==> src/rtl/alu_arbiter.sv <==
// Two-requester front end for one shared combinational ALU.
// One operation is in flight at a time: IDLE (accept) -> EXEC (compute) -> RESP (hand back).
module alu_arbiter #(
    parameter int unsigned FIRST_PRIO = 0
) (
    input  logic        clk,
    input  logic        rst_n,

    input  logic        req0_valid,
    output logic        req0_ready,
    input  logic [31:0] req0_in1,
    input  logic [31:0] req0_in2,
    input  logic [3:0]  req0_op,
    input  logic [4:0]  req0_shamt,
    input  logic [15:0] req0_imm,
    input  logic        req0_bne,
    output logic        rsp0_valid,
    input  logic        rsp0_ready,

    input  logic        req1_valid,
    output logic        req1_ready,
    input  logic [31:0] req1_in1,
    input  logic [31:0] req1_in2,
    input  logic [3:0]  req1_op,
    input  logic [4:0]  req1_shamt,
    input  logic [15:0] req1_imm,
    input  logic        req1_bne,
    output logic        rsp1_valid,
    input  logic        rsp1_ready,

    output logic [31:0] rsp_result,
    output logic        rsp_zero,

    output logic [31:0] alu_in1,
    output logic [31:0] alu_in2,
    output logic [3:0]  alu_op,
    output logic [4:0]  alu_shamt,
    output logic [15:0] alu_imm,
    output logic        alu_bne,
    input  logic [31:0] alu_result,
    input  logic        alu_zero
);

    typedef enum logic [1:0] {
        ST_IDLE = 2'd0,
        ST_EXEC = 2'd1,
        ST_RESP = 2'd2
    } state_t;

    // "Last granted" history is preset to the other requester so FIRST_PRIO wins first.
    localparam logic RESET_LAST = (FIRST_PRIO == 32'd0) ? 1'b1 : 1'b0;

    state_t      state_r;
    state_t      next_state_s;

    logic [31:0] in1_r;
    logic [31:0] in2_r;
    logic [3:0]  op_r;
    logic [4:0]  shamt_r;
    logic [15:0] imm_r;
    logic        bne_r;
    logic        grant_r;
    logic        last_grant_r;
    logic [31:0] result_r;
    logic        zero_r;

    logic        accept_s;
    logic        grant_s;
    logic        rsp_take_s;
    logic [31:0] sel_in1_s;
    logic [31:0] sel_in2_s;
    logic [3:0]  sel_op_s;
    logic [4:0]  sel_shamt_s;
    logic [15:0] sel_imm_s;
    logic        sel_bne_s;

    // Round-robin arbitration; only meaningful in IDLE and out of reset.
    always_comb begin
        accept_s = 1'b0;
        grant_s  = 1'b0;
        if (rst_n && (state_r == ST_IDLE)) begin
            if (req0_valid && req1_valid) begin
                accept_s = 1'b1;
                grant_s  = ~last_grant_r;
            end else if (req0_valid) begin
                accept_s = 1'b1;
                grant_s  = 1'b0;
            end else if (req1_valid) begin
                accept_s = 1'b1;
                grant_s  = 1'b1;
            end else begin
                accept_s = 1'b0;
                grant_s  = 1'b0;
            end
        end else begin
            accept_s = 1'b0;
            grant_s  = 1'b0;
        end
    end

    // Operand mux feeding the operand registers from the winning requester.
    always_comb begin
        sel_in1_s   = req0_in1;
        sel_in2_s   = req0_in2;
        sel_op_s    = req0_op;
        sel_shamt_s = req0_shamt;
        sel_imm_s   = req0_imm;
        sel_bne_s   = req0_bne;
        if (grant_s) begin
            sel_in1_s   = req1_in1;
            sel_in2_s   = req1_in2;
            sel_op_s    = req1_op;
            sel_shamt_s = req1_shamt;
            sel_imm_s   = req1_imm;
            sel_bne_s   = req1_bne;
        end else begin
            sel_in1_s   = req0_in1;
            sel_in2_s   = req0_in2;
            sel_op_s    = req0_op;
            sel_shamt_s = req0_shamt;
            sel_imm_s   = req0_imm;
            sel_bne_s   = req0_bne;
        end
    end

    // Response consumption is taken only from the requester that owns the result.
    always_comb begin
        rsp_take_s = 1'b0;
        if (grant_r) begin
            rsp_take_s = rsp1_ready;
        end else begin
            rsp_take_s = rsp0_ready;
        end
    end

    // Next-state logic for the IDLE/EXEC/RESP sequencer.
    always_comb begin
        next_state_s = state_r;
        case (state_r)
            ST_IDLE: begin
                if (accept_s) begin
                    next_state_s = ST_EXEC;
                end else begin
                    next_state_s = ST_IDLE;
                end
            end
            ST_EXEC: begin
                next_state_s = ST_RESP;
            end
            ST_RESP: begin
                if (rsp_take_s) begin
                    next_state_s = ST_IDLE;
                end else begin
                    next_state_s = ST_RESP;
                end
            end
            default: begin
                next_state_s = ST_IDLE;
            end
        endcase
    end

    // State register.
    always_ff @(posedge clk) begin
        if (!rst_n) begin
            state_r <= ST_IDLE;
        end else begin
            state_r <= next_state_s;
        end
    end

    // Operand capture and grant bookkeeping; history moves only on real acceptance.
    always_ff @(posedge clk) begin
        if (!rst_n) begin
            in1_r        <= 32'd0;
            in2_r        <= 32'd0;
            op_r         <= 4'd0;
            shamt_r      <= 5'd0;
            imm_r        <= 16'd0;
            bne_r        <= 1'b0;
            grant_r      <= 1'b0;
            last_grant_r <= RESET_LAST;
        end else if (accept_s) begin
            in1_r        <= sel_in1_s;
            in2_r        <= sel_in2_s;
            op_r         <= sel_op_s;
            shamt_r      <= sel_shamt_s;
            imm_r        <= sel_imm_s;
            bne_r        <= sel_bne_s;
            grant_r      <= grant_s;
            last_grant_r <= grant_s;
        end
    end

    // Result capture at the end of the single EXEC cycle; held through RESP.
    always_ff @(posedge clk) begin
        if (!rst_n) begin
            result_r <= 32'd0;
            zero_r   <= 1'b0;
        end else if (state_r == ST_EXEC) begin
            result_r <= alu_result;
            zero_r   <= alu_zero;
        end
    end

    assign req0_ready = accept_s & ~grant_s;
    assign req1_ready = accept_s &  grant_s;

    assign rsp0_valid = (state_r == ST_RESP) & ~grant_r;
    assign rsp1_valid = (state_r == ST_RESP) &  grant_r;

    assign rsp_result = result_r;
    assign rsp_zero   = zero_r;

    assign alu_in1   = in1_r;
    assign alu_in2   = in2_r;
    assign alu_op    = op_r;
    assign alu_shamt = shamt_r;
    assign alu_imm   = imm_r;
    assign alu_bne   = bne_r;

endmodule

==> config.mk <==
export PLATFORM = sky130hd
export DESIGN_NAME = alu_arbiter
export DESIGN_NICKNAME = d
export VERILOG_FILES = /design/src/rtl/alu_arbiter.sv
export SDC_FILE = /design/constraint.sdc
export NUM_CORES = 1
export LEC_CHECK = 0
export ABC_CLOCK_PERIOD_IN_PS = 1500
export CORE_MARGIN = 4
export CORE_UTILIZATION = 35
export CTS_BUF_LIST = sky130_fd_sc_hd__clkbuf_4
export CTS_CLUSTER_SIZE = 10
export DETAILED_ROUTE_END_ITERATION = 7
export PLACE_DENSITY = 0.8
export SYNTH_ARGS = -nofsm -noshare
export SYNTH_HDL_FRONTEND = slang
export SYNTH_SLANG_ARGS = --single-unit
==> constraint.sdc <==
create_clock -name clk -period 1.5 [get_ports clk]
set_clock_uncertainty 0.2 [all_clocks]
set_input_delay 0.3 -clock clk [delete_from_list [all_inputs] [get_ports clk]]
set_output_delay 0.3 -clock clk [all_outputs]
set_load 0.03 [all_outputs]
==> impl_metrics.ini <==
[global_route]
grt_pass1_vias = 7172
grt.overflow.total = 0
grt_usage = 0.273
grt_pass1_wl_mm = 39.2
grt_max_degree = 55
antenna_found_initial = 2

[layout]
layout.cells.non_filler = 1320
post-route-util = 0.766
drive_above_1_share = 0.475
syn2layout_area_growth_pct = 115
num-nets-final = 1309
final_common_cell = clkdlybuf4s50_1
final_cell_mix = clkdlybuf4s50_1 (218), dfxtp_2 (124), buf_6 (121)

[power_and_ir_drop]
netSwitchingPower_w = 0.00388
powerDensity_nw_per_um2 = 918
worst_ir_drop_vdd_uv = 516
p_seq_frac = 0.358
power_frac_clock = 0.231
switching_share = 0.349
combPwrFrac = 0.411
total_power_w = 0.0111
internal-power_w = 0.00725
power.leakage_nw = 4.50

[place]
io_buffers = 345
place.gp.congestion = 0.840
dp.cells = 1212
preCtsSetupSlack_ps = -682
hpwl_mm = 16.0

[drt]
vias = 7685
met1_length_mm = 10.7
routed-wl-met3_mm = 2.79
wire_per_inst_um = 22.4
wl_met2_mm = 14.7
antenna_left = 0
dr.pass1.iters = 5
routed_via_density = 5.82
drt-total-wl_mm = 29.6
highest_layer = met5
route.detailed.drc = 0
drt_iter0_drc = 434

[worst_setup_path]
timing.rr.end = alu_in1[28]
start_kind = input pin
r2r-start = state_r[0]
r2r_slack_ps = -430
required_ps = 1000
critPathMaxFanout = 4
reg2regPathDepth = 7
worst_setup_path_end_kind = primary output
criticalPathCategory = in2out
crit_path_end = req0_ready
cp-startpoint = rst_n
arrival_ps = 1580

[sta]
finalHoldViolCount = 0
fin_crit_ps = 2080
clock.fmax_mhz = 480
timing.final.crit_share = 1.39
setup_slack_ps = -582
finalSetupViolCount = 231
drv_slew = 0
slew_headroom = 0.789
rsz0062_at_grt = true
worst_pin_slew_ps = 316

[job]
maxCapViolCount = 0

[clock_network]
clock-sinks = 127
numCtsBuffers = 17
cts_root_buf = clkbuf_4
clk_pin_slew_ps = 120
tritoncts = done
htree_num_levels = 4
clk_latency_ps = 540
cts_buffer_depth = 2

[yosys]
syn-cell-area_sq_um = 5650
ys_seq_elements = 127
syn_inst = 698
ys_types = 27
yosysSeqAreaShare = 0.450
yosysWarnings = 0
synth_fp_nets = 917
avgSynthCellArea_sq_um = 8.09

[run_status]
status = complete, but fails checks
violations = setup timing

[floorplan]
coreArea_sq_um = 15800
fp-row-count = 46
initial_core_util = 0.357
die_w_um = 135
die_area_sq_um = 18200
ios = 346
die_y_um = 135

[hold_path]
hold_start = alu_result[23]
hp-class = in2reg
[sequential cells by signal, summed over array words and instances (netlist names)]
register / count
state_r: 2
grant_r: 1
rsp_result: 32
rsp_zero: 1
alu_imm: 16
alu_in1: 32
alu_bne: 1
alu_op: 4
alu_shamt: 5
alu_in2: 32
last_grant_r: 1
[power by group through the flow]
| stage | Clock [W] | Combinational [W] | Sequential (W) |
|---|---|---|---|
| 4_1_cts | 0.00257 | 0.00398 | 0.00392 |
| 3_3_place_gp | 0 | 0.00323 | 0.00394 |
| 5_1_grt | 0.00274 | 0.00477 | 0.00402 |
| 2_1_floorplan | 0 | 0.00109 | 0.00449 |
| 3_5_place_dp | 0 | 0.00326 | 0.00395 |
| 6_report | 0.00257 | 0.00457 | 0.00399 |
[cells in the mapped netlist (all sizes together)]
cell type  instances  area (sq um)
a211o              1          8.76
inv                3          11.3
dfxtp            127          2540
nor2               2          7.51
nand3b             1          7.51
a21oi            125           626
nor3b              2          20.0
or3b               1          8.76
nand2b             1          6.26
buf               48           243
o21ai             91           455
nand2             68           255
nand3             90           450
and3b              1          8.76
a21boi             1          7.51
a21bo              1          10.0
clkbuf            42           169
a311oi            90           788
mux2i              1          10.0
or2                1          6.26
nor2b              1          6.26
[worst min path at each step]
stage | end | slack (ps) | cells past startpoint
5_1_grt | rsp_result[23] | 50 | 3
3_3_place_gp | rsp_result[1] | 240 | 2
6_report | rsp_result[23] | 90 | 3
2_1_floorplan | rsp_result[0] | 240 | 2
3_5_place_dp | rsp_result[4] | 250 | 2
4_1_cts | rsp_result[8] | 60 | 3
[area by class of cell]
| type | count | area, sq um |
|---|---|---|
| Timing Repair Buffer | 462 | 5500 |
| Fill cell | 1012 | 3710 |
| Multi-Input combinational cell | 479 | 3320 |
| Sequential cell | 127 | 2700 |
| Tap cell | 216 | 270 |
| Clock inverter | 15 | 170 |
| Clock buffer | 17 | 128 |
| Inverter | 3 | 23.8 |
| Antenna cell | 1 | 2.50 |
[routing by layer]
layer  global-route usage  vias to the layer above
met1                0.316                     3679
met3               0.0857                      111
met4                0.150                        2
li1                     -                     3434
met2                0.450                      459
met5                    0                        -
[logic make-up after synthesis]
family / share of synthesized area
AO/OA/AOI/OAI: 0.336
buffers and inverters: 0.0749
flip-flops: 0.450
AND/OR/NAND/NOR: 0.138
multiplexers: 0.00177
[critical path, cell delays in order]
cell             delay (ps)
clkdlybuf4s50_1         550
nor3b_4                 250
buf_6                   150
nand2_4                  60
nor2_4                  120
buf_6                   150
[through the flow]
stage | hold slack [ps] | setup TNS, ps | area (sq um)
floorplan | 236 | -2410 | 5740
global placement | 241 | -63360 | 9490
detailed placement | 246 | -64560 | 9490
CTS | 58.6 | -35740 | 11000
global route | 52.7 | -52220 | 12100
finish | 91.9 | -36510 | 12100
[timing repair]
action	in CTS	in global routing
gates resized for setup	296	188
pin swaps	29	33
cloned	18	8
hold buffers	0	0
setup endpoints to repair	217	249
setup buffers	15	36
Power figures use the tool's default switching activity.
